--- config.mk ---
export PLATFORM = sky130hd
export DESIGN_NAME = arb_req_port
export DESIGN_NICKNAME = d
export VERILOG_FILES = /design/src/rtl/arb_req_port.sv
export SDC_FILE = /design/constraint.sdc
export NUM_CORES = 1
export LEC_CHECK = 0
export CAP_MARGIN = 5
export CELL_PAD_IN_SITES_DETAIL_PLACEMENT = 0
export CELL_PAD_IN_SITES_GLOBAL_PLACEMENT = 1
export CORE_UTILIZATION = 47
export DETAILED_ROUTE_END_ITERATION = 8
export GPL_TIMING_DRIVEN = 0
export PLACE_DENSITY_LB_ADDON = 0.1
export SLEW_MARGIN = 20
export SYNTH_ARGS = -nofsm -noshare
export SYNTH_HDL_FRONTEND = slang
export SYNTH_SLANG_ARGS = --single-unit
--- constraint.sdc ---
create_clock -name clk -period 2.5 [get_ports clk]
set_input_delay 0.5 -clock clk [delete_from_list [all_inputs] [get_ports clk]]
set_output_delay 0.5 -clock clk [all_outputs]
set_load 0.03 [all_outputs]
--- src/rtl/arb_req_port.sv ---
// Requester-side arbiter client: FIFO-buffers flits, requests when a head flit and a credit exist, pops on grant.
// Latency: grant to out_valid/out_data 1 cycle; success same cycle (default) or +1 with ARB_LATE_SUCCESS_EN.
// Backpressure: in_ready drops when the FIFO is full; request drops when the FIFO is empty or credits are exhausted.
module arb_req_port #(
    parameter int DATA_W  = 32,
    parameter int DEPTH   = 4,
    parameter int CREDITS = 4
) (
    input  logic              clk,
    input  logic              rst_n,
    input  logic              in_valid,
    input  logic [DATA_W-1:0] in_data,
    output logic              in_ready,
    output logic              request,
    input  logic              grant,
    output logic              success,
    output logic              out_valid,
    output logic [DATA_W-1:0] out_data,
    input  logic              credit_in,
    output logic              credit_err
);
    localparam int CNT_W = $clog2(DEPTH + 1);
    localparam int PTR_W = $clog2(DEPTH);
    localparam int CRD_W = $clog2(CREDITS + 1);

    logic [DATA_W-1:0] mem_q [DEPTH];
    logic [CNT_W-1:0]  count_q, count_d;
    logic [PTR_W-1:0]  wr_ptr_q, wr_ptr_d;
    logic [PTR_W-1:0]  rd_ptr_q, rd_ptr_d;
    logic [CRD_W-1:0]  credit_q, credit_d;
    logic              err_q, err_d;
    logic              out_valid_q, out_valid_d;
    logic [DATA_W-1:0] out_data_q, out_data_d;
    logic              push;
    logic              send;

    // request depends only on registered state, so there is no loop through grant
    assign in_ready = (count_q != CNT_W'(DEPTH));
    assign request  = (count_q != '0) && (credit_q != '0);
    assign push     = in_valid && in_ready;
    assign send     = request && grant;

    always_comb begin
        count_d     = count_q;
        wr_ptr_d    = wr_ptr_q;
        rd_ptr_d    = rd_ptr_q;
        credit_d    = credit_q;
        err_d       = err_q;
        out_valid_d = send;
        out_data_d  = out_data_q;

        if (push) begin
            wr_ptr_d = wr_ptr_q + 1'b1;
        end
        if (send) begin
            rd_ptr_d   = rd_ptr_q + 1'b1;
            out_data_d = mem_q[rd_ptr_q];
        end

        case ({push, send})
            2'b10:   count_d = count_q + 1'b1;
            2'b01:   count_d = count_q - 1'b1;
            default: count_d = count_q;
        endcase

        // a credit returned while already full is a protocol error; saturate and flag it
        case ({send, credit_in})
            2'b10: credit_d = credit_q - 1'b1;
            2'b01: begin
                if (credit_q == CRD_W'(CREDITS)) begin
                    err_d = 1'b1;
                end else begin
                    credit_d = credit_q + 1'b1;
                end
            end
            default: credit_d = credit_q;
        endcase
    end

    always_ff @(posedge clk) begin
        if (!rst_n) begin
            count_q     <= '0;
            wr_ptr_q    <= '0;
            rd_ptr_q    <= '0;
            credit_q    <= CRD_W'(CREDITS);
            err_q       <= 1'b0;
            out_valid_q <= 1'b0;
            out_data_q  <= '0;
        end else begin
            count_q     <= count_d;
            wr_ptr_q    <= wr_ptr_d;
            rd_ptr_q    <= rd_ptr_d;
            credit_q    <= credit_d;
            err_q       <= err_d;
            out_valid_q <= out_valid_d;
            out_data_q  <= out_data_d;
        end
    end

    // storage needs no reset: entries are only read once count says they were written
    always_ff @(posedge clk) begin
        if (push) begin
            mem_q[wr_ptr_q] <= in_data;
        end
    end

    assign out_valid  = out_valid_q;
    assign out_data   = out_data_q;
    assign credit_err = err_q;

`ifdef ARB_LATE_SUCCESS_EN
    logic success_q;

    always_ff @(posedge clk) begin
        if (!rst_n) begin
            success_q <= 1'b0;
        end else begin
            success_q <= send;
        end
    end

    assign success = success_q;
`else
    assign success = send;
`endif

endmodule

# ---- Yosys cells after proc, flatten, opt, wreduce, memory -nomap -nowiden
# Memories as Yosys holds them, arrays and structs flattened. A register that Yosys moved wholly into a read port is not among the register bits.
# Index checks and enable logic that the tools add are counted.
dict set report op_classes {
  n_addsub 6
  n_eq_ne 7
  mux 5
  n_reduce_logical 10
}
# cell count
set ops {}
lappend ops {{$pmux W3 S2} 2}
lappend ops {{$add A3 B1 Y3 const B} 2}
lappend ops {{$reduce_bool A3 Y1} 2}
lappend ops {{$sub A3 B1 Y3 const B} 2}
lappend ops {{$add A2 B1 Y2 const B} 2}
lappend ops {{$eq A2 B1 Y1 const B} 2}
lappend ops {{$eq A2 B2 Y1 const B} 2}
lappend ops {{$reduce_and A2 Y1} 2}
lappend ops {{$reduce_bool A2 Y1} 2}
lappend ops {{$eq A3 B3 Y1 const B} 1}
lappend ops {{$logic_and A1 B1 Y1} 3}
lappend ops {{$mux W3} 1}
lappend ops {{$ne A3 B3 Y1 const B} 1}
lappend ops {{$mux W1} 2}
lappend ops {{$ne A2 B2 Y1 const B} 1}
lappend ops {{$logic_not A1 Y1} 1}
dict set report totals {
  regBits 12
  mem_bits_rw 128
  input_bits 37
  output_inout_bits 37
  wordCells 35
  n_memories 1
}
# memory depth width read_ports rd_ports_with_merged_regs wr line_no
set memory_table {}
lappend memory_table {mem_q 4 32 1 1 1 26} ;# logic [DATA_W-1:0] mem_q [DEPTH];

# ---- Depth between registers and ports, before layout
dict set report logic_depth {
  ltp_word 6
  depth_mapped 10
  ltp_nobuf 9
}

# ---- Worst setup path after synthesis
# Ideal clock, no wire load.
dict set report synth_timing {
  path_kind {register to register}
  startpoint {register count_q[0]}
  endpoint {register count_q[2]}
  arrival_time_ps 2334
  t_required_ps 2424
  slack_ps 91
  path_stages_with_launch 10
  period_less_slack_ps 2409
  path_cell_list {dfxtp_1 or3b_1 and2_4 inv_1 ha_1 inv_1 fa_1 xor2_1 or3_1 a21boi_0}
}
dict set report synth_via {
  word_cells_on_any_way 11
  classes_between {2 x add/sub; 3 x eq/ne; 1 x mux; 5 x reduce/logical}
}
# element line_no
set synth_lines {}
lappend synth_lines {{from (decl)} 27} ;# logic [CNT_W-1:0] count_q, count_d;
lappend synth_lines {{from (signal assigned)} 90} ;# count_q <= count_d;
lappend synth_lines {{$ne A3 B3 Y1 (*)} 38} ;# assign in_ready = (count_q != CNT_W'(DEPTH));
lappend synth_lines {{net in_ready} 13} ;# output logic in_ready,
lappend synth_lines {{$logic_and A1 B1 Y1 (*)} 40} ;# assign push = in_valid && in_ready;
lappend synth_lines {{$eq A2 B1 Y1 or $eq A2 B2 Y1 (tied branches)} 60} ;# case ({push, send})
lappend synth_lines {{$pmux W3 S2 or $reduce_bool A2 Y1 (tied branches)} n/a}
# Mark *: on every way through the listed nets, which the timed path passes. The rest lies on a longest branch.
# A chain may end at the register's enable or synchronous reset.

# ---- Worst setup path after layout
dict set report layout_timing {
  startpoint {register credit_q[2]}
  endpoint {output request}
}
dict set report layout_via {
  elab_chain_cells 2
}
# element line_no
set layout_lines {}
lappend layout_lines {{from (decl)} 30} ;# logic [CRD_W-1:0] credit_q, credit_d;
lappend layout_lines {{from (signal assigned)} 85} ;# credit_q <= CRD_W'(CREDITS);
lappend layout_lines {{from (signal assigned)} 93} ;# credit_q <= credit_d;
lappend layout_lines {{$reduce_bool A3 Y1} 39} ;# assign request = (count_q != '0) && (credit_q != '0);
lappend layout_lines {{$logic_and A1 B1 Y1} 39}
lappend layout_lines {{to (decl)} 14} ;# output logic request,
# Every way passes these cells.

==> qor.yml <==
status: "complete, no violations"
cts_buffers: 17
syn_inst: 386
max_stage_delay_ns: 0.58
final_net_count: 526
antenna_found_initial: 0
skew_ns: 0.00722
final_antenna_net_count: 0
r2r_end: "count_q[2]$_SDFFE_PN0P_"
hp-class: "flip-flop to flip-flop"
drv_slew: 0
wirelength_mm: 12.0
irDropWorstVdd_v: 0.000553
core-area_um2: 13400
die_area_um2: 14400
power_leakage_nw: 2.72
synth_edf_count: 128
grt_max_degree: 26
drt-pass1-iter-count: 4
cts.sinks: 172
fillers: 1064
crit_required_ns: 2.00
syn-num-nets: 430
ys_ff_latch: 172
end_kind: "output pin"
hold_viol_final: 0
first_global_vias: 3586
rsz0062_at_grt: "false"
drive_above_1_share_pct: 19.0
via_per_inst: 5.15
htreeDepth: 4
setup.worst_path.start_class: "flip-flop"
drv_cap: 0
grtUsageMet2_pct: 30.6
final_area_um2: 8160
globalRoute.busiestLayer: "met2"
regToRegSetupSlack_ns: 0.16
met1_usage_pct: 22.9
ys_async_sr_fraction_pct: 0
clockBufferDepth: 2
dp_slack_ns: -0.446
crit_type: "flip-flop to output pin"
min_period_ns: 2.41
cts_hold_buf: 0
grt_overflow_total: 0
area_growth_pct: 25.0
timing.final.crit_share_pct: 96.3
place.gp.congestion: 0.736
place_area_um2: 7570
worst-path-max-fanout: 4
diodes: 0
clkTransAtPathRegs_ns: 0.06
grt_pass1_wl_mm: 19.1
drc_errors: 0
yosysWarnings: 0
synth_cell_types: 36
startpoint: "credit_q[2]$_SDFFE_PN1P_"
reg2reg_depth: 9
cp.depth: 3
ys.flop_type: "edfxtp_1"
fin_util_pct: 60.9
path_buf_inv: 1
start_util_pct: 48.7
ios: 74
critPathCapture: "request"
core.rowCount: 42
slew_headroom_pct: 58.3
cp_top_family: "buffers and inverters"
grtUsageTotal_pct: 18.5
cts_tree: "yes"
setup_ws_ns: 0.0913
finalPower_mw: 8.81
grt_util_met3_pct: 5.42
path_cells: "or3_4 > and2_1 > clkdlybuf4s50_1"
synth_area_um2: 6530
cp.arrival_ns: 1.91
cts-root-buf: "clkbuf_16"
worst_pin_slew_ns: 0.626
slowest_stage: "clkdlybuf4s50_1"
vias: 3453
syn_avg_cell_area_um2: 16.9
setup_viol: 0
fmax_mhz: 415
die_w_um: 120
hold_ws_ns: 0.450
rr_startpoint: "count_q[0]$_SDFFE_PN0P_"
hpwl_mm: 7.76
drt_iter0_markers: 117
die_y_um: 120
power_density_nw_per_um2: 1080
io_buffer_count: 73
avgRoutedWirePerCell_um: 17.8
hold_depth: 2
ys_seq_area_share_pct: 72.3
clock_latency_ns: 0.42
-- power breakdown --
part | internal [mW] | switching [mW] | total [mW]
registers | 3.51 | 0.176 | 3.69
logic | 1.20 | 1.38 | 2.58
clock network | 1.51 | 1.02 | 2.54
-- cell type report --
class | count | area, µm² | area share (%)
clock inverters | 12 | 120 | 1.47
well taps | 176 | 220 | 2.70
inverters | 7 | 28.8 | 0.352
repair buffers | 77 | 812 | 9.95
clock buffers | 20 | 457 | 5.59
plain buffers | 20 | 131 | 1.61
multi-input cells | 187 | 1670 | 20.4
flip-flops and latches | 172 | 4730 | 57.9
-- cells in the mapped netlist, types with 2 or more instances --
cell | count | area (µm²)
nand2_1 | 75 | 282
a21boi_0 | 5 | 37.5
ha_1 | 5 | 62.6
buf_4 | 4 | 30.0
xnor2_1 | 3 | 26.3
nor2_1 | 2 | 7.51
buf_2 | 4 | 20.0
fa_1 | 2 | 40.0
inv_1 | 6 | 22.5
mux2i_1 | 2 | 20.0
or3_1 | 2 | 12.5
nand2b_1 | 3 | 18.8
buf_6 | 4 | 45.0
and3_1 | 4 | 25.0
a21boi_1 | 29 | 218
buf_1 | 2 | 7.51
dfxtp_1 | 44 | 881
o21ai_0 | 3 | 15.0
and2_1 | 6 | 37.5
edfxtp_1 | 128 | 3840
clkbuf_1 | 6 | 22.5
mux4_2 | 32 | 721
nand3_1 | 2 | 10.0
-- state kept, by name, summed over array words and instances, names as in the netlist --
signal and count:
rd_ptr_q 2, credit_err 1, wr_ptr_q 2, mem_q 128, out_data 32, count_q 3
credit_q 3, out_valid 1
-- placed cells by master (no fill, tap or decap), types with 3 or more instances in the layout --
cell type	Yosys	routed
edfxtp_1	128	128
nand2_1	75	75
clkdlybuf4s50_1	0	72
dfxtp_1	44	40
mux4_2	32	32
a21boi_1	29	29
clkbuf_16	0	17
clkbuf_1	6	7
inv_1	6	6
and2_1	6	6
buf_6	4	5
a21boi_0	5	5
clkinv_2	0	5
and3_2	0	4
buf_4	4	4
ha_1	5	4
dfxtp_2	0	4
buf_12	0	4
buf_2	4	3
o21ai_0	3	3
xnor2_1	3	3
nand2b_1	3	3
-- repair_timing --
item,CTS,global route
endpoints found under the hold margin,0,0
setup buffers,0,0
setup endpoints to repair,2,1
pin swaps,0,0
resized for setup,4,8
cloned,0,0
-- worst min-delay path, cell delays in order (launching register included) --
cell and delay [ns]:
dfxtp_1 0.31, nand2_1 0.05, a21boi_1 0.05
-- worst min path at each step --
| stage | from | endpoint |
|---|---|---|
| after global placement | out_data[26]$_SDFFE_PN0P_ | out_data[26]$_SDFFE_PN0P_ |
| after detailed placement | out_data[23]$_SDFFE_PN0P_ | out_data[23]$_SDFFE_PN0P_ |
| after CTS | out_data[7]$_SDFFE_PN0P_ | out_data[7]$_SDFFE_PN0P_ |
| after global routing | out_data[10]$_SDFFE_PN0P_ | out_data[10]$_SDFFE_PN0P_ |
| after floorplan | wr_ptr_q[1]$_SDFFE_PN0P_ | wr_ptr_q[1]$_SDFFE_PN0P_ |
| final | out_data[26]$_SDFFE_PN0P_ | out_data[26]$_SDFFE_PN0P_ |
-- through the flow --
step	cells	setup TNS, ns
after CTS	671	0
after global placement	635	-60.42
after detailed placement	639	-0.961
after global routing	671	0
after floorplan	386	0
final	671	0
-- kinds of logic after synthesis --
logic type | synth area share [%]
muxes | 11.7
buffers and inverters | 2.32
xor gates and xnor gates | 0.536
and+or+nand+nor | 6.74
adders and majority gates | 1.57
DFF | 72.3
AOI/OAI and AO/OA | 4.75
-- metal layers --
layer,routed length (µm),vias up
met1,5240,1728
li1,-,1637
met5,0,-
met2,6030,73
met3,483,15
met4,204,0
(Power assumes the default switching activity.)
